==> config.mk <==
export PLATFORM = sky130hd
export DESIGN_NAME = ssd_capture_flat
export DESIGN_NICKNAME = d
export VERILOG_FILES = /design/src/rtl/ssd_capture_pkg.sv /design/src/rtl/ssd_capture_if.sv /design/src/rtl/ssd_capture_sync2.sv /design/src/rtl/ssd_capture.sv /design/src/flat_wrapper.sv
export SDC_FILE = /design/constraint.sdc
export NUM_CORES = 1
export LEC_CHECK = 0
export CORE_MARGIN = 5
export CORE_UTILIZATION = 60
export CTS_BUF_LIST = sky130_fd_sc_hd__clkbuf_2 sky130_fd_sc_hd__clkbuf_4 sky130_fd_sc_hd__clkbuf_8
export CTS_CLUSTER_DIAMETER = 120
export CTS_CLUSTER_SIZE = 30
export DETAILED_ROUTE_END_ITERATION = 8
export GPL_ROUTABILITY_DRIVEN = 0
export GPL_TIMING_DRIVEN = 0
export PLACE_DENSITY = 0.8
export RECOVER_POWER = 25
export SKIP_CTS_REPAIR_TIMING = 1
export SYNTH_ARGS = -nofsm -noshare
export SYNTH_HDL_FRONTEND = slang
export SYNTH_HIERARCHICAL = 1
export SYNTH_SLANG_ARGS = --single-unit
==> constraint.sdc <==
create_clock -name clk -period 5.82 [get_ports clk]
set_input_delay 1.455 -clock clk [delete_from_list [all_inputs] [get_ports clk]]
set_output_delay 1.455 -clock clk [all_outputs]
set_load 0.005 [all_outputs]
==> src/rtl/ssd_capture_pkg.sv <==
// Shared definitions for the seven-segment capture block, the display
// scanner and their benches: segment bit order, blank pattern and FSM states.
package ssd_capture_pkg;

    localparam int unsigned DIGIT_W    = 7;
    localparam int unsigned NUM_DIGITS = 4;
    localparam int unsigned PAT_W      = NUM_DIGITS + DIGIT_W;

    // Active-low segments: all ones means every segment is dark.
    localparam logic [DIGIT_W-1:0]    SEG_OFF = 7'h7F;
    localparam logic [NUM_DIGITS-1:0] AN_NONE = 4'hF;

    localparam int unsigned SEG_A_BIT = 6;
    localparam int unsigned SEG_B_BIT = 5;
    localparam int unsigned SEG_C_BIT = 4;
    localparam int unsigned SEG_D_BIT = 3;
    localparam int unsigned SEG_E_BIT = 2;
    localparam int unsigned SEG_F_BIT = 1;
    localparam int unsigned SEG_G_BIT = 0;

    typedef enum logic [1:0] {
        IDLE   = 2'd0,
        SETTLE = 2'd1,
        HELD   = 2'd2
    } ssd_state_e;

    // Number of anode lines driven low.
    function automatic logic [2:0] count_low(input logic [NUM_DIGITS-1:0] an);
        count_low = 3'd0;
        for (int i = 0; i < NUM_DIGITS; i++) begin
            if (!an[i]) count_low = count_low + 3'd1;
        end
    endfunction

    // Position of the (highest) low anode line; meaningful only when exactly one is low.
    function automatic logic [1:0] low_index(input logic [NUM_DIGITS-1:0] an);
        low_index = 2'd0;
        for (int i = 0; i < NUM_DIGITS; i++) begin
            if (!an[i]) low_index = 2'(i);
        end
    endfunction

endpackage

==> src/rtl/ssd_capture_if.sv <==
// Display bus seen by the capture block: raw segment/anode lines in,
// rebuilt digits and status flags out.
interface ssd_capture_if;
    import ssd_capture_pkg::*;

    logic a, b, c, d, e, f, g;
    logic an0, an1, an2, an3;

    logic [DIGIT_W-1:0] digit0;
    logic [DIGIT_W-1:0] digit1;
    logic [DIGIT_W-1:0] digit2;
    logic [DIGIT_W-1:0] digit3;
    logic               frame_done;
    logic               changed;
    logic               stale;
    logic               anode_err;

    // Side that drives the display lines and reads back the capture results.
    modport master (
        output a, b, c, d, e, f, g,
        output an0, an1, an2, an3,
        input  digit0, digit1, digit2, digit3,
        input  frame_done, changed, stale, anode_err
    );

    // Capture block side.
    modport slave (
        input  a, b, c, d, e, f, g,
        input  an0, an1, an2, an3,
        output digit0, digit1, digit2, digit3,
        output frame_done, changed, stale, anode_err
    );
endinterface

==> src/rtl/ssd_capture_sync2.sv <==
// Two-flop synchronizer for a bus of independent asynchronous lines.
module ssd_capture_sync2 #(
    parameter int unsigned      WIDTH     = 1,
    parameter logic [WIDTH-1:0] RESET_VAL = '0
) (
    input  logic             clk,
    input  logic             rst_n,
    input  logic [WIDTH-1:0] d_i,
    output logic [WIDTH-1:0] q_o
);

    logic [WIDTH-1:0] meta_q;
    logic [WIDTH-1:0] sync_q;

    // First stage may go metastable; second stage gives it a cycle to resolve.
    always_ff @(posedge clk or negedge rst_n) begin
        if (!rst_n) begin
            meta_q <= RESET_VAL;
            sync_q <= RESET_VAL;
        end else begin
            meta_q <= d_i;
            sync_q <= meta_q;
        end
    end

    assign q_o = sync_q;

endmodule

==> src/rtl/ssd_capture.sv <==
// Seven-segment bus reader: rebuilds the four static digits from the
// multiplexed segment/anode lines and reports frame, change and stale status.
//
// state  | meaning
// IDLE   | no anode low, or an illegal multi-anode pattern
// SETTLE | exactly one anode low, waiting for the pattern to hold
// HELD   | current dwell captured, waiting for the next pattern change
import ssd_capture_pkg::*;

module ssd_capture #(
    parameter int unsigned SETTLE_CYCLES  = 4,
    parameter int unsigned TIMEOUT_CYCLES = 1_000_000
) (
    input  logic         clk,
    input  logic         rst_n,
    ssd_capture_if.slave bus
);

    localparam int unsigned STALE_W = $clog2(TIMEOUT_CYCLES + 1);
    localparam logic [7:0]  SETTLE_MAX  = 8'(SETTLE_CYCLES);
    localparam logic [7:0]  SETTLE_LAST = 8'(SETTLE_CYCLES - 1);
    localparam logic [STALE_W-1:0] STALE_MAX = STALE_W'(TIMEOUT_CYCLES);
    localparam logic [PAT_W-1:0]   PAT_IDLE  = {AN_NONE, SEG_OFF};

    logic [DIGIT_W-1:0]    raw_seg;
    logic [PAT_W-1:0]      raw_bus;
    logic [PAT_W-1:0]      sync_bus;
    logic [PAT_W-1:0]      pat_q;
    logic [7:0]            settle_cnt_q;
    logic [7:0]            settle_cnt_d;
    logic                  pat_change;
    logic                  settle_done;
    logic                  capture;
    logic [NUM_DIGITS-1:0] sync_an;
    logic [NUM_DIGITS-1:0] pat_an;
    logic [DIGIT_W-1:0]    pat_seg;
    logic [1:0]            pat_idx;

    ssd_state_e                          state_q;
    logic [NUM_DIGITS-1:0][DIGIT_W-1:0]  digit_q;
    logic [NUM_DIGITS-1:0][DIGIT_W-1:0]  snap_q;
    logic                                snap_valid_q;
    logic [NUM_DIGITS-1:0]               seen_q;
    logic [NUM_DIGITS-1:0]               seen_d;
    logic                                frame_done_q;
    logic                                changed_q;
    logic                                anode_err_q;
    logic [STALE_W-1:0]                  stale_cnt_q;

    // Gather the segment lines into digit bit order.
    always_comb begin
        raw_seg            = SEG_OFF;
        raw_seg[SEG_A_BIT] = bus.a;
        raw_seg[SEG_B_BIT] = bus.b;
        raw_seg[SEG_C_BIT] = bus.c;
        raw_seg[SEG_D_BIT] = bus.d;
        raw_seg[SEG_E_BIT] = bus.e;
        raw_seg[SEG_F_BIT] = bus.f;
        raw_seg[SEG_G_BIT] = bus.g;
    end

    assign raw_bus = {bus.an3, bus.an2, bus.an1, bus.an0, raw_seg};

    // Idle bus level is all-high, so the synchronizer resets to that to avoid
    // a spurious pattern change right after reset.
    ssd_capture_sync2 #(
        .WIDTH     (PAT_W),
        .RESET_VAL (PAT_IDLE)
    ) u_sync (
        .clk   (clk),
        .rst_n (rst_n),
        .d_i   (raw_bus),
        .q_o   (sync_bus)
    );

    assign sync_an    = sync_bus[PAT_W-1 -: NUM_DIGITS];
    assign pat_an     = pat_q[PAT_W-1 -: NUM_DIGITS];
    assign pat_seg    = pat_q[DIGIT_W-1:0];
    assign pat_idx    = low_index(pat_an);
    assign pat_change = (sync_bus != pat_q);

    // The counter reaching SETTLE_CYCLES on this edge is the capture point, so
    // a dwell is captured exactly once however long it lasts.
    assign settle_done = !pat_change && (settle_cnt_q == SETTLE_LAST);
    assign capture     = (state_q == SETTLE) && settle_done;

    // Settle counter: restart on any pattern change, otherwise saturate.
    always_comb begin
        settle_cnt_d = settle_cnt_q;
        if (pat_change) begin
            settle_cnt_d = 8'd0;
        end else if (settle_cnt_q != SETTLE_MAX) begin
            settle_cnt_d = settle_cnt_q + 8'd1;
        end
    end

    // Pattern register and settle counter.
    always_ff @(posedge clk or negedge rst_n) begin
        if (!rst_n) begin
            pat_q        <= PAT_IDLE;
            settle_cnt_q <= 8'd0;
        end else begin
            pat_q        <= sync_bus;
            settle_cnt_q <= settle_cnt_d;
        end
    end

    // Seen mask: a completed frame clears it in the same edge the pulse is raised.
    always_comb begin
        seen_d = (seen_q == 4'hF) ? 4'h0 : seen_q;
        if (capture) seen_d[pat_idx] = 1'b1;
    end

    // Capture FSM with digit, frame and error registers.
    always_ff @(posedge clk or negedge rst_n) begin
        if (!rst_n) begin
            state_q      <= IDLE;
            digit_q      <= {NUM_DIGITS{SEG_OFF}};
            snap_q       <= {NUM_DIGITS{SEG_OFF}};
            snap_valid_q <= 1'b0;
            seen_q       <= 4'h0;
            frame_done_q <= 1'b0;
            changed_q    <= 1'b0;
            anode_err_q  <= 1'b0;
        end else begin
            frame_done_q <= 1'b0;
            changed_q    <= 1'b0;
            seen_q       <= seen_d;

            if (pat_change) begin
                state_q <= (count_low(sync_an) == 3'd1) ? SETTLE : IDLE;
            end else begin
                unique case (state_q)
                    IDLE: begin
                        if (settle_done && (count_low(pat_an) >= 3'd2)) begin
                            anode_err_q <= 1'b1;
                        end
                    end
                    SETTLE: begin
                        if (capture) begin
                            digit_q[pat_idx] <= pat_seg;
                            state_q          <= HELD;
                        end
                    end
                    HELD: begin
                        state_q <= HELD;
                    end
                    default: begin
                        state_q <= IDLE;
                    end
                endcase
            end

            // The first frame after reset has nothing valid to compare against.
            if (seen_q == 4'hF) begin
                frame_done_q <= 1'b1;
                changed_q    <= !snap_valid_q || (digit_q != snap_q);
                snap_q       <= digit_q;
                snap_valid_q <= 1'b1;
            end
        end
    end

    // Stale timer: cleared by every capture, saturates at the timeout.
    always_ff @(posedge clk or negedge rst_n) begin
        if (!rst_n) begin
            stale_cnt_q <= '0;
        end else if (capture) begin
            stale_cnt_q <= '0;
        end else if (stale_cnt_q != STALE_MAX) begin
            stale_cnt_q <= stale_cnt_q + STALE_W'(1);
        end
    end

    assign bus.digit0     = digit_q[0];
    assign bus.digit1     = digit_q[1];
    assign bus.digit2     = digit_q[2];
    assign bus.digit3     = digit_q[3];
    assign bus.frame_done = frame_done_q;
    assign bus.changed    = changed_q;
    assign bus.stale      = (stale_cnt_q == STALE_MAX);
    assign bus.anode_err  = anode_err_q;

endmodule

==> src/flat_wrapper.sv <==
// flat-port wrapper written by rule: the top's interface ports become plain ports
module ssd_capture_flat 
#(
    parameter int unsigned SETTLE_CYCLES  = 4,
    parameter int unsigned TIMEOUT_CYCLES = 1_000_000
)
  (clk, rst_n, bus_a, bus_b, bus_c, bus_d, bus_e, bus_f, bus_g, bus_an0, bus_an1, bus_an2, bus_an3, bus_digit0, bus_digit1, bus_digit2, bus_digit3, bus_frame_done, bus_changed, bus_stale, bus_anode_err);
  ssd_capture_if bus_i ();
  input  logic clk;
  input  logic rst_n;
  input wire logic [$bits(bus_i.a)-1:0] bus_a;
  input wire logic [$bits(bus_i.b)-1:0] bus_b;
  input wire logic [$bits(bus_i.c)-1:0] bus_c;
  input wire logic [$bits(bus_i.d)-1:0] bus_d;
  input wire logic [$bits(bus_i.e)-1:0] bus_e;
  input wire logic [$bits(bus_i.f)-1:0] bus_f;
  input wire logic [$bits(bus_i.g)-1:0] bus_g;
  input wire logic [$bits(bus_i.an0)-1:0] bus_an0;
  input wire logic [$bits(bus_i.an1)-1:0] bus_an1;
  input wire logic [$bits(bus_i.an2)-1:0] bus_an2;
  input wire logic [$bits(bus_i.an3)-1:0] bus_an3;
  output wire logic [$bits(bus_i.digit0)-1:0] bus_digit0;
  output wire logic [$bits(bus_i.digit1)-1:0] bus_digit1;
  output wire logic [$bits(bus_i.digit2)-1:0] bus_digit2;
  output wire logic [$bits(bus_i.digit3)-1:0] bus_digit3;
  output wire logic [$bits(bus_i.frame_done)-1:0] bus_frame_done;
  output wire logic [$bits(bus_i.changed)-1:0] bus_changed;
  output wire logic [$bits(bus_i.stale)-1:0] bus_stale;
  output wire logic [$bits(bus_i.anode_err)-1:0] bus_anode_err;
  assign bus_i.a = bus_a;
  assign bus_i.b = bus_b;
  assign bus_i.c = bus_c;
  assign bus_i.d = bus_d;
  assign bus_i.e = bus_e;
  assign bus_i.f = bus_f;
  assign bus_i.g = bus_g;
  assign bus_i.an0 = bus_an0;
  assign bus_i.an1 = bus_an1;
  assign bus_i.an2 = bus_an2;
  assign bus_i.an3 = bus_an3;
  assign bus_digit0 = bus_i.digit0;
  assign bus_digit1 = bus_i.digit1;
  assign bus_digit2 = bus_i.digit2;
  assign bus_digit3 = bus_i.digit3;
  assign bus_frame_done = bus_i.frame_done;
  assign bus_changed = bus_i.changed;
  assign bus_stale = bus_i.stale;
  assign bus_anode_err = bus_i.anode_err;
  ssd_capture #(.SETTLE_CYCLES(SETTLE_CYCLES), .TIMEOUT_CYCLES(TIMEOUT_CYCLES)) u_core (.clk(clk), .rst_n(rst_n), .bus(bus_i));
endmodule
# Yosys cells after proc, flatten, opt, wreduce, memory -nomap -nowiden
# Cells that the tools add are included.
# W data, S select, Z words.
op_classes:
  shift: 0
  n_addsub: 8
  eq_ne: 12
  mul: 0
  n_reduce_logical: 13
  mux: 40
  n_bitwise: 2
  order_cmp: 3
  div_mod_pow: 0
ops:
  columns: ["operator", "n"]
  rows:
  - ["$mux W3", 18]
  - ["$mux W20", 2]
  - ["$bwmux W28", 1]
  - ["$ne A28 B28 Y1", 1]
  - ["$add A20 B1 Y20 const B", 1]
  - ["$eq A20 B20 Y1 const B", 1]
  - ["$ne A20 B20 Y1 const B", 1]
  - ["$add A3 B1 Y3 const B", 6]
  - ["$mux W8", 2]
  - ["$demux W7 S2", 1]
  - ["$ne A11 B11 Y1", 1]
  - ["$add A8 B1 Y8 const B", 1]
  - ["$eq A8 B2 Y1 const B", 1]
  - ["$mux W2", 4]
  - ["$mux W4", 2]
  - ["$ne A8 B3 Y1 const B", 1]
  - ["$mux W1", 7]
  - ["$mux W7", 1]
  - ["$pmux W2 S3", 1]
  - ["$reduce_and A3 Y1", 2]
  - ["$eq A4 B4 Y1 const B", 1]
  - ["$logic_and A1 B1 Y1", 4]
  - ["$or A4 B4 Y4", 1]
  - ["$reduce_bool A2 Y1", 2]
  - ["14 further kinds", 15]
totals:
  mem_bits_ro: 0
  latch_bits: 0
  memories: 0
  mem_bits_rw: 0
  reg_bits: 127

# Depth between registers and ports, before layout
# Gate-level depths: netlist of the first run.
logic_depth:
  word_depth: 18
  mapped_depth: 8

# Modules after synthesis
# Netlist of the first run, hierarchy kept.
by_module_without_submodules:
  columns: ["mod", "n_inst", "area_each_um2", "cells_per_inst", "seq_area_each_um2"]
  rows:
  - ["ssd_capture", 1, 5137.4, 477, 2711.4]
  - ["ssd_capture_sync2", 1, 578.1, 22, 578.1]

# Worst setup path after synthesis of the first run
# OpenSTA, ideal clock, no wires.
synth_timing:
  path_type: "reg2out"
  startpoint: "reg u_core.stale_cnt_q[15]"
  endpoint: "out bus_stale"
  arrival_ns: 1.384
  setup_slack_ns: 2.981
  n_path_buf: 0
  stages_incl_launch_ff: 3
  cell_sequence: "dfrtp_1 -> or4b_2 -> nor4_1"
synth_between:
  elab_chain_len: 1
synth_lines:
  columns: ["element", "line", "text"]
  rows:
  - ["start, declared", "ssd_capture.sv:48", "logic [STALE_W-1:0] stale_cnt_q;"]
  - ["start signal, assigned", "ssd_capture.sv:171", "stale_cnt_q <= stale_cnt_q + STALE_W'(1);"]
  - ["$eq A20 B20 Y1", "ssd_capture.sv:181", "assign bus.stale = (stale_cnt_q == STALE_MAX);"]
  - ["end, declared", "flat_wrapper.sv:28", "output wire logic [$bits(bus_i.stale)-1:0] bus_stale;"]
# No other way between the ends.

# Worst setup path after layout of the first run
layout_timing:
  startpoint: "reg u_core.stale_cnt_q[6]"
  endpoint: "out bus_stale"
# Same word-level chain as after synthesis.

==> results_dict.tcl, run 1 <==
set metrics [dict create \
    hold_viol_final 0 \
    pre_cts_ws_ns 2.40 \
    initial_core_util 0.616 \
    yosys.cell_count.top_type "nand2_1" \
    violations "capacitance limit, slew limit" \
    die_area_um2 11600 \
    grt_overflow 0 \
    report.final.slew_viol_count 40 \
    powerDensity_nw_per_um2 272 \
    drc 0 \
    cts_buffers 17 \
    slew_headroom -0.417 \
    yosysWarnings 6 \
    cellLeakagePower_nw 2.84 \
    slowest_delay_ns 0.65 \
    root_buffer "clkbuf_8" \
    layout-area-overhead-vs-synth_pct 19.0 \
    fin_cells 705 \
    period_minus_slack_ns 3.86 \
    critPathLaunchType "flop" \
    grt_first_pass_wirelength_um 18900 \
    gr-usage-met3 0.0480 \
    drt_iter0_markers 181 \
    rr_startpoint "u_core/settle_cnt_q[0]" \
    cts_max_level 4 \
    synth_area_leaders "dfstp_2 (41%), dfrtp_1 (17%), nand2_1 (6.8%), xnor2_1 (6.0%), mux2_2 (5.5%)" \
    setup_slack_ns 1.96 \
    ys_ff_latch 127 \
    vdd_drop_max_mv 0.200 \
    dp_cells 673 \
    vias 3822 \
    row_count 35 \
    status "complete, but fails checks" \
    crit_path_cell_trace "or4b_2 > nor4_1 > clkdlybuf4s50_1" \
    grt_pass1_vias 3917 \
    synth_common_cells "nand2_1 (104), dfstp_2 (89), xnor2_1 (39)" \
    cp_slowest_cell "or4b_2" \
    drt_wl_total_um 11200 \
    routed_via_density 5.42 \
    synthCells 499 \
    grt_max_degree 89 \
    cts.clk_slew.worst_paths_ns 0.07 \
    cts_buffer_depth 2 \
    io_buffers 44 \
    grt_use_met2 0.352 \
    grtUsageTotal 0.210 \
    fmax_ghz 0.259 \
    netlist_area_um2 5720 \
    min_period_over_period 0.664 \
    tritoncts "yes" \
    synth_top_area_frac 0.409 \
    rsz0062_at_grt "no" \
    synthFlopType "dfstp_2" \
    hold_slack_ns 0.362 \
    die_w_um 108 \
    finalSetupViolCount 0 \
    place_hpwl_um 7500 \
    cp_top_family "simple AND/OR/NAND/NOR gates" \
    tightest_slew_ns 2.13 \
    startpoint "u_core/stale_cnt_q[6]" \
    cts.sink_count 127 \
    avgRoutedWirePerCell_um 15.9 \
    core_um2 9280 \
    grt.busiest_layer "met2" \
    arrival_ns 2.41 \
    drive_above_1_share 0.276 \
    synth_edf_count 0 \
    ys_types 50 \
    synthArstFlopShare 1.00 \
    cp_max_fo 5 \
    path_buf_inv 1 \
    antennaDiodeCount 0 \
    antenna_found_initial 0 \
    yosysSeqAreaShare 0.576 \
    clock_skew_ns 0.0116 \
    synth_nets 524 \
    maxCapViolCount 1 \
    clock_latency_ns 0.42 \
    hp-start "u_core/u_sync/meta_q[0]" \
    ios 45 \
    synth_largest_area_cell "dfstp_2" \
    crit_required_ns 4.37 \
    crit_path_end_kind "primary output" \
    gr-usage-met1 0.265 \
    worstSetupPathType "reg -> out" \
    min_path_type "reg -> reg" \
    ant_nets 0 \
    drt_first_pass_iters 5 \
    syn_avg_cell_area_um2 11.5 \
    die_y_um 108 \
    fin_nets 588 \
]
==> stage by stage <==
step | TNS (ns) | utilization | cell area, um^2 | power (W)
2_1_floorplan | 0 | - | 5720 | 0.000965
5_1_grt | 0 | 0.733 | 6800 | 0.00192
3_5_place_dp | 0 | 0.684 | 6350 | 0.00101
3_3_place_gp | -49.56 | 0.680 | 6320 | 0.000998
6_report | 0 | 0.733 | 6800 | 0.00185
4_1_cts | 0 | 0.733 | 6810 | 0.00187
==> worst reg2reg max path, stage by stage, from the launching register on <==
cell     delay, ns
dfrtp_1       0.43
ha_1          0.28
or4b_4        0.53
nor3_1        0.35
nand4_4       0.26
mux2_2        0.37
==> state kept, by name, summed over array words and instances (netlist names), 2 cells and up <==
register / flops
u_core/snap_q: 28
u_core/state_q: 2
u_core/bus.digit1: 7
u_core/bus.digit0: 7
u_core/u_sync/q_o: 11
u_core/u_sync/meta_q: 11
u_core/bus.digit2: 7
u_core/settle_cnt_q: 8
u_core/seen_q: 4
u_core/stale_cnt_q: 20
u_core/bus.digit3: 7
u_core/pat_q: 11
==> placed cells by master, fill, tap and decap left out, types with 2 or more instances in the layout <==
master | Yosys | final
dfrtp_1 | 38 | 38
a21oi_1 | 13 | 13
or3_1 | 7 | 7
o31ai_1 | 4 | 4
xor2_1 | 18 | 18
nand4_1 | 11 | 11
clkbuf_8 | 0 | 18
and3_1 | 3 | 3
nor3_1 | 10 | 10
dfstp_1 | 0 | 13
dfstp_2 | 89 | 76
buf_2 | 5 | 5
clkinv_4 | 0 | 4
nor4b_1 | 2 | 2
nand3_2 | 2 | 2
clkinvlp_4 | 0 | 2
clkinv_2 | 0 | 3
clkdlybuf4s50_1 | 0 | 34
or4_1 | 4 | 4
clkbuf_1 | 7 | 8
xnor2_1 | 39 | 39
mux2i_1 | 2 | 2
nand3_1 | 16 | 16
nor4_4 | 2 | 2
mux2_2 | 28 | 28
bufinv_16 | 0 | 5
o21ai_0 | 10 | 10
nand2_1 | 104 | 104
nand4_4 | 4 | 4
ha_1 | 12 | 12
nor2_1 | 20 | 20
inv_1 | 19 | 19
nor4_1 | 4 | 4
dlygate4sd3_1 | 0 | 9
nand3b_1 | 3 | 3
==> power breakdown <==
group          total [W]  switching [W]  internal [W]
Combinational  0.0000685      0.0000432     0.0000253
Sequential      0.000917      0.0000123      0.000905
Clock           0.000864       0.000342      0.000521
==> area by class of cell <==
class | count | area (um^2)
Timing Repair Buffer | 45 | 462
Clock inverter | 14 | 215
Buffer | 14 | 66.3
Sequential cell | 127 | 3290
Tap cell | 129 | 161
Clock buffer | 18 | 248
Fill cell | 662 | 2480
Inverter | 19 | 71.3
Multi-Input combinational cell | 339 | 2290
==> layer usage <==
| layer | up-vias | wire, um | share of wire |
|---|---|---|---|
| met1 | 1906 | 4790 | 0.43 |
| met2 | 74 | 5760 | 0.51 |
| met4 | 0 | 209 | 0.019 |
| met3 | 19 | 429 | 0.038 |
| met5 | - | 0 | 0 |
| li1 | 1823 | - | - |
==> cell families after synthesis <==
logic type	after synthesis	synth area share
mux	30	0.0587
xor+xnor	57	0.0873
fa+ha+maj	12	0.0263
buf+inv	33	0.0241
simple gates	206	0.192
compound gates	34	0.0359
flops	127	0.576
==> worst paths after layout <==
kind | to | cells after the start | slack (ns)
max | bus_stale | 3 | 1.96
min | u_core/u_sync/q_o[0] | 0 | 0.36
max reg2reg | u_core/bus.digit2[5] | 5 | 3.53
min reg2reg | u_core/u_sync/q_o[0] | 0 | 0.36
max in group asynchronous | u_core/u_sync/meta_q[4] | 2 | 2.91
min in group asynchronous | u_core/bus.frame_done | 1 | 1.66
Note: power is estimated with default switching activity, not from simulation.
==> run 2, diff against run 1 <==
Clock period 5.82 ns to 3.9 ns, I/O delays scaled along.
==> results of run 2 <==
Same layout as run 1 (identical final DEF). Status: complete, but fails checks: capacitance limit, slew limit.
Main changes from that run: setup slack after placement 2.40 ns -> 0.956 ns; setup slack after layout 1.96 ns -> 0.518 ns; register-to-register setup slack 3.53 ns -> 1.61 ns; total power 0.00185 W -> 0.00276 W; worst IR drop on VDD 0.200 mV -> 0.298 mV
